File: src/rtl/mio_ram_loader_pkg.sv
// Shared constants and loader state encoding for the writable instruction store.
package mio_ram_loader_pkg;
  localparam int         AW       = 7;
  localparam logic [7:0] HDR_BYTE = 8'hA5;

  typedef enum logic [2:0] {
    S_IDLE,
    S_HDR,
    S_LEN,
    S_DATA,
    S_CSUM,
    S_DONE,
    S_ERR
  } state_t;
endpackage

File: src/rtl/mio_ram_loader_ram.sv
// inst_ram_2r1w: 2**AW x 32 store, two asynchronous read ports, one synchronous write port.
module inst_ram_2r1w #(
  parameter int AW = 7
) (
  input  logic          clk,
  input  logic          we,
  input  logic [AW-1:0] waddr,
  input  logic [31:0]   wdata,
  input  logic [AW-1:0] raddr_a,
  output logic [31:0]   rdata_a,
  input  logic [AW-1:0] raddr_b,
  output logic [31:0]   rdata_b
);
  // No reset: contents survive reset and aborted loads.
  logic [31:0] mem [2**AW];

  always_ff @(posedge clk) begin
    if (we) mem[waddr] <= wdata;
  end

  // Reads see the pre-write contents during the write cycle.
  assign rdata_a = mem[raddr_a];
  assign rdata_b = mem[raddr_b];
endmodule

File: src/rtl/mio_ram_loader.sv
// Byte-stream boot loader in front of a writable 128x32 instruction store.
// Frame: HDR_BYTE, LEN (0 => full depth), LEN*4 data bytes MSB first, XOR checksum.
module mio_ram_loader
  import mio_ram_loader_pkg::*;
#(
  parameter int         AW       = mio_ram_loader_pkg::AW,
  parameter logic [7:0] HDR_BYTE = mio_ram_loader_pkg::HDR_BYTE,
  parameter int         TIMEOUT  = 100000
) (
  input  logic        clk,
  input  logic        rst,
  input  logic [7:0]  rx_data,
  input  logic        rx_valid,
  input  logic        load_start,
  input  logic [31:0] a,
  output logic [31:0] inst,
  input  logic [31:0] rom_a,
  output logic [31:0] d_f_rom,
  output logic        cpu_hold,
  output logic        load_done,
  output logic        load_err,
  output logic [7:0]  word_count
);
  localparam int TW = $clog2(TIMEOUT + 1);

  state_t        state, state_nxt;
  logic [TW-1:0] timer;
  logic [1:0]    phase;
  logic [23:0]   asm_q;
  logic [7:0]    xsum;
  logic [7:0]    len_q;
  logic [8:0]    n_words;
  logic          active, take, timed_out, last_word, we;

  assign active    = (state == S_HDR) || (state == S_LEN) ||
                     (state == S_DATA) || (state == S_CSUM);
  // A restart pulse discards any byte arriving in the same cycle.
  assign take      = active && rx_valid && !load_start;
  assign timed_out = active && !rx_valid && (timer == TW'(TIMEOUT - 1));
  assign n_words   = (len_q == 8'd0) ? 9'(2**AW) : {1'b0, len_q};
  assign last_word = ({1'b0, word_count} + 9'd1) == n_words;
  assign we        = (state == S_DATA) && take && (phase == 2'd3);

  always_ff @(posedge clk or posedge rst) begin
    if (rst) state <= S_IDLE;
    else     state <= state_nxt;
  end

  always_comb begin
    state_nxt = state;
    if (load_start) begin
      state_nxt = S_HDR;
    end else if (timed_out) begin
      state_nxt = S_ERR;
    end else if (take) begin
      case (state)
        S_HDR:   state_nxt = (rx_data == HDR_BYTE) ? S_LEN : S_ERR;
        S_LEN:   state_nxt = S_DATA;
        S_DATA:  if (phase == 2'd3 && last_word) state_nxt = S_CSUM;
        S_CSUM:  state_nxt = (rx_data == xsum) ? S_DONE : S_ERR;
        default: state_nxt = state;
      endcase
    end
  end

  always_ff @(posedge clk or posedge rst) begin
    if (rst) begin
      timer      <= '0;
      phase      <= '0;
      asm_q      <= '0;
      xsum       <= '0;
      len_q      <= '0;
      word_count <= '0;
    end else if (load_start) begin
      timer      <= '0;
      phase      <= '0;
      xsum       <= '0;
      word_count <= '0;
    end else if (active) begin
      timer <= rx_valid ? '0 : timer + TW'(1);
      if (take && state == S_LEN) len_q <= rx_data;
      if (take && state == S_DATA) begin
        asm_q <= {asm_q[15:0], rx_data};
        xsum  <= xsum ^ rx_data;
        phase <= phase + 2'd1;
        if (phase == 2'd3) word_count <= word_count + 8'd1;
      end
    end
  end

  inst_ram_2r1w #(.AW(AW)) u_ram (
    .clk     (clk),
    .we      (we),
    .waddr   (word_count[AW-1:0]),
    .wdata   ({asm_q, rx_data}),
    .raddr_a (a[AW+1:2]),
    .rdata_a (inst),
    .raddr_b (rom_a[AW+1:2]),
    .rdata_b (d_f_rom)
  );

  assign cpu_hold  = active || (state == S_ERR);
  assign load_done = (state == S_DONE);
  assign load_err  = (state == S_ERR);

  logic unused_addr_bits;
  assign unused_addr_bits = ^{a[31:AW+2], a[1:0], rom_a[31:AW+2], rom_a[1:0]};
endmodule
File: config.mk
export PLATFORM = sky130hd
export DESIGN_NAME = mio_ram_loader
export DESIGN_NICKNAME = d
export VERILOG_FILES = /design/src/rtl/mio_ram_loader_pkg.sv /design/src/rtl/mio_ram_loader_ram.sv /design/src/rtl/mio_ram_loader.sv
export SDC_FILE = /design/constraint.sdc
export NUM_CORES = 2
export LEC_CHECK = 0
export CORE_ASPECT_RATIO = 1.2
export CORE_UTILIZATION = 57
export CTS_CLUSTER_DIAMETER = 120
export DETAILED_ROUTE_END_ITERATION = 10
export MAX_ROUTING_LAYER = met4
export PLACE_DENSITY = 0.76
export RECOVER_POWER = 50
export SYNTH_ARGS = -nofsm -noshare
export SYNTH_HDL_FRONTEND = slang
export SYNTH_HIERARCHICAL = 1
export SYNTH_SLANG_ARGS = --single-unit
export TNS_END_PERCENT = 50
File: constraint.sdc
create_clock -name clk -period 4.05 [get_ports clk]
set_input_delay 0.405 -clock clk [delete_from_list [all_inputs] [get_ports clk]]
set_output_delay 0.405 -clock clk [all_outputs]
set_load 0.01 [all_outputs]
## Word-level counts from Yosys, hierarchy flattened

Memory sizes are Yosys's and may differ from the RTL's.
Cells that the tools add are included.

- Bits of input ports: 76
- Bits in writable memories: 4096
- Register bits after elaboration: 70
- Word-level logic and storage cells: 74
- Output and inout port bits: 75
- Memories kept: 1

- Bitwise gates (word level): 2
- Add/sub/neg operators: 4
- Mux-type cells: 23
- Equality and inequality tests: 12
- Reductions and logical operators: 25

Memory list:

| name | depth | width | read ports | clocked after memory_dff | wr ports | RTL line | RTL |
|---|---|---|---|---|---|---|---|
| u_ram.mem | 128 | 32 | 2 | 0 | 1 | mio_ram_loader_ram.sv:15 | `logic [31:0] mem [2**AW];` |

Operators with widths:

| operator | number |
|---|---|
| 8-bit two-way mux | 8 |
| 17-bit two-way mux | 3 |
| 17-bit by 1-bit adder with 17-bit output, second input constant | 1 |
| 17-bit equality test, second input constant | 1 |
| 3-bit two-way mux | 5 |
| 3-bit case mux with 4 select lines | 1 |
| 3-bit AND reduction | 4 |
| 8-bit by 1-bit adder with 9-bit output, second input constant | 1 |
| 3-bit equality test, second input constant | 3 |
| 9-bit by 8-bit equality test with 1-bit output | 1 |
| 8-bit by 1-bit adder with 8-bit output, second input constant | 1 |
| 8-bit equality test | 1 |
| 8-bit equality test, second input constant | 1 |
| 1-bit logical AND | 8 |
| 8-bit zero test | 1 |
| 2-bit two-way mux | 4 |
| 8-bit XOR | 1 |
| 3-bit by 2-bit equality test with 1-bit output, second input constant | 2 |
| 2-bit nonzero test | 3 |
| 6-bit nonzero test | 1 |
| 1-bit logical OR | 4 |
| 4-bit by 3-bit inequality test with 1-bit output, second input constant | 1 |
| 3-bit by 1-bit equality test with 1-bit output, second input constant | 1 |
| 3-bit nonzero test | 1 |
| other kinds (6) | 8 |

## Longest topological paths before layout

- Word-level depth: 10
- Gate-level depth with buffers: 8
- Gate-level depth less buffers: 6

## Modules after synthesis

Netlist, hierarchy kept.

Modules (own cells, without submodules):

| module | cells an instance | sequential area each (sq um) | area each (sq um) | instances |
|---|---|---|---|---|
| inst_ram_2r1w | 7637 | 122998.0 | 187484.8 | 1 |
| mio_ram_loader | 335 | 1751.7 | 3543.4 | 1 |

## Least setup slack after synthesis

OpenSTA, ideal clock, no wires.

- Path kind: register to register
- From: register state[2]
- To: memory u_ram.mem[98][0] (enable)
- Cell stages (with the launch flop): 7
- Arrival: 3.780 ns
- Path buffers: 2
- Setup time: 0.461 ns
- Clock period less this slack: 4.241 ns
- Path slack: -0.191 ns
- Required time: 3.589 ns
- Cells stage by stage: dfrtp_1 and4b_1 buf_2 and3_1 clkbuf_1 nand4_1 nor3_1

- Longest elaborated chain between the ends: 10
- Elaborated cells between the ends (all ways): 13
- Classes of those cells: 4 x eq/ne; 2 x mux; 7 x reduce/logical

RTL lines:

| element | RTL line | RTL |
|---|---|---|
| start, declared | mio_ram_loader.sv:26 | `state_t state, state_nxt;` |
| start signal, assigned | mio_ram_loader.sv:46 | `else state <= state_nxt;` |
| 3-bit by 1-bit equality test with 1-bit output or 3-bit by 2-bit equality test with 1-bit output (tied branches) | mio_ram_loader.sv:35 | `assign active = (state == S_HDR) \|\| (state == S_LEN) \|\|` |
| 1-bit logical OR (2 in series) | mio_ram_loader.sv:35 |  |
| 1-bit logical OR | mio_ram_loader.sv:36 | `(state == S_DATA) \|\| (state == S_CSUM);` |
| 1-bit logical AND (2 in series) | mio_ram_loader.sv:38 | `assign take = active && rx_valid && !load_start;` |
| 1-bit logical AND (*) (2 in series) | mio_ram_loader.sv:42 | `assign we = (state == S_DATA) && take && (phase == 2'd3);` |
| via we | mio_ram_loader.sv:33 | `logic active, take, timed_out, last_word, we;` |
| 1-bit two-way mux (*) | mio_ram_loader_ram.sv:18 | `if (we) mem[waddr] <= wdata;` |
| 1-bit two-way mux (not written as such) (*) | mio_ram_loader_ram.sv:18 |  |
| end, declared | mio_ram_loader_ram.sv:15 |  |

The timed path passes the listed nets; every way through them passes the cells marked *.

==> summary.md <==
| Metric | Value |
|---|---|
| Detailed Route WL | `547,000 um` |
| Total GRT Usage | `34.0%` |
| P&R area growth vs syn | `14.5%` |
| Die footprint | `337,000 um2` |
| CP arrival | `3.63 ns` |
| Yosys warns | `6` |
| Peak supply drop | `0.000453 V` |
| DRT iter0 DRCs | `15,600` |
| Global route total overflow | `0` |
| Vias in the first global route | `105,000` |
| CP endpoint kind | `output port` |
| Clk sink count | `4,166` |
| Largest net degree at the start of global routing | `131` |
| Antenna violations before repair | `30` |
| Synthesized area per cell | `24.0 um2` |
| Rel. slew slack | `-120%` |
| DP Area | `206,000 um2` |
| Synth Flop Type | `edfxtp_1` |
| Worst Hold Endpoint | `state[1]` |
| HP Start | `load_start` |
| Most used cell, CP | `mux4_2` |
| Tcrit/Tclk final | `99.6%` |
| Reg2reg start | `asm_q[12]` |
| CP required | `3.64 ns` |
| Synth Register Bits | `4,166` |
| I/O pin count | `151` |
| Status | `finished with violations` |
| Setup crit start kind | `flip-flop` |
| Gate Count Post-Synth | `7,972` |
| Pwr dens | `469 nW/um2` |
| Syn_nets | `8,051` |
| Final setup vio count | `0` |
| Count of buffers from port buffering | `100` |
| RSZ-0062 raised after global routing | `yes` |
| GP Congestion | `0.926` |
| Post-synth EDFFs | `4,096` |
| Leakage | `68.3 nW` |
| Count of nets after finishing | `8,735` |
| DR WL/cell | `40.5 um` |
| # DRC | `0` |
| Final Hold Fails | `0` |
| Htree depth | `5` |
| Seq/Total Area, Yosys | `65.3%` |
| Via total after detailed routing | `102,000` |
| R2r worst-path depth | `1` |
| TritonRoute pass-1 iters | `8` |
| Hold slack | `0.243 ns` |
| RR Endpoint | `u_ram/mem[53][20]` |
| Worst-Skew Late Latency | `0.94 ns` |
| Commonest non-fill, non-tap cell in the layout | `edfxtp_1` |
| Clock Tree Buf Depth | `4` |
| Most frequent cells in the layout | `edfxtp_1 (4,096), mux4_2 (2,688), buf_4 (475)` |
| Peak Freq | `248 MHz` |
| Hold/Removal Path Class | `in2reg` |
| Setup slack, reg-to-reg | `0.14 ns` |
| Met2 global-route usage | `54.3%` |
| Slew Limit Fails | `2,706` |
| Core area | `333,000 um2` |
| M1 GR Usage | `42.3%` |
| Total Power | `102 mW` |
| Syn Std Cell Area | `191,000 um2` |
| Critical Path Max Stage Delay | `0.59 ns` |
| Tightest Pin Transition | `3.29 ns` |
| Die X | `530 um` |
| Busiest grt layer | `met2` |
| CTS tree | `done` |
| Crit path time final | `4.03 ns` |
| Via density | `7.56` |
| Layout cells sized above 1 | `48.1%` |
| Critical path's slowest cell | `mux4_2` |
| Root Buffer | `clkbuf_16` |
| Crit-path cells | `mux4_2 -> mux4_2 -> mux4_2 -> mux2_2 -> dlygate4sd2_1` |
| Clock Skew | `0.0634 ns` |
| Final instance area | `219,000 um2` |
| Global-route wire length before repair | `778,000 um` |
| Met3 usage | `6.72%` |
| Row count | `232` |
| Failing checks | `max-capacitance violations, max-slew violations` |
| WS Path Type | `reg2out` |
| CTS Buf Count | `400` |
| Critical Path Fanout Max | `2` |
| Die Ht | `636 um` |
| Hpwl dp | `344,000 um` |
| Number of stages on the worst hold path | `4` |
| Initial Util | `57.3%` |
| Async S/R FF share, synth | `1.68%` |
| Synth unique cells | `51` |
| CTS clk-pin slew, worst paths | `0.07 ns` |
| DRT antenna net count | `0` |
| Max Cap Viol | `38` |
==> how the worst max path moves through the flow <==
stage                             startpoint                 to  slack, ns  cells after the start
after floorplan                     state[2]  u_ram/mem[102][0]      -0.19                      6
after global routing      u_ram/mem[119][31]        d_f_rom[31]      -0.01                      5
after CTS                           rom_a[2]         d_f_rom[7]     -0.004                      9
after global placement              rom_a[2]        d_f_rom[28]      -0.12                      9
final                     u_ram/mem[119][31]        d_f_rom[31]       0.02                      5
after detailed placement            rom_a[2]        d_f_rom[28]      -0.13                      9
==> synth_stat cells (all sizes together) (3+ instances only) <==
cell type  number  share of area [%]
a21oi          10              0.026
a31oi           4              0.013
and2            7              0.024
and3            3              0.012
buf           260               0.62
clkbuf        370               0.73
dfrtp          70               0.92
edfxtp       4096                 64
ha              3              0.020
inv             6              0.012
mux2           97               0.57
mux4         2688                 32
nand2          42              0.083
nand3          25              0.065
nand4          13              0.050
nor2          149               0.30
nor2b          14              0.046
nor3           16              0.042
nor4            4              0.016
nor4b           3              0.014
o21ai          28              0.073
o31ai           3              0.012
or3             6              0.020
xnor2           8              0.037
xor2           26               0.12
==> critical path, delay by kind of cell, from the launching register on <==
kind / cells / cell delay [ns]
mux: 4 / 1.98
flops: 1 / 0.42
buf+inv: 1 / 0.29
==> report_power, final <==
group | switching [mW] | internal (mW)
Sequential | 2.32 | 52.2
Combinational | 6.11 | 4.07
Clock | 16.3 | 21.5
==> final cells by class <==
class                   count  area (um2)
well taps                4446        5560
inverters                   6        22.5
clock inverters           245        2410
diodes                     75         188
fillers                 20400      115000
repair buffers            912       10400
flip-flops and latches   4166      125000
clock buffers             482       10600
multi-input cells        3170       64800
==> metal layers <==
layer  part of all wire (%)  wire length [um]
met2                     50            276000
met4                    5.7             30900
met3                     12             63900
met5                      0                 0
met1                     32            176000
==> timing repair <==
| action | CTS | global route |
|---|---|---|
| resized for setup | 189 | 30 |
| endpoints found under the setup margin | 63 | 27 |
| hold endpoints to repair | 91 | 0 |
| cloned | 0 | 1 |
| setup buffers | 11 | 0 |
| hold buffers | 7 | 0 |
==> metrics by stage <==
step	setup slack, ns	instances	utilization, %	TNS [ns]
after floorplan	-0.191	7972	-	-33.49
after detailed placement	-0.134	12700	61.7	-3.79
after global placement	-0.117	12700	61.7	-3.27
final	0.0168	13500	65.6	0
after CTS	-0.00367	13400	65.7	-0.00433
after global routing	-0.0112	13500	65.6	-0.0289
==> sequential cells by signal, summed over array words and instances (netlist names) <==
name	cells
phase	2
xsum	8
state	3
len_q	8
u_ram/mem	4096
timer	17
asm_q	24
word_count	8
==> cell families after synthesis <==
family	Yosys count	synth area share, %
buffers and inverters	636	1.36
adder cells (fa/ha/maj)	3	0.0197
AND/OR/NAND/NOR	290	0.703
AO/OA/AOI/OAI	56	0.174
multiplexers	2786	32.3
flip-flops	4166	65.3
XOR/XNOR	35	0.168
No activity file was read; power rests on OpenSTA's default activity.
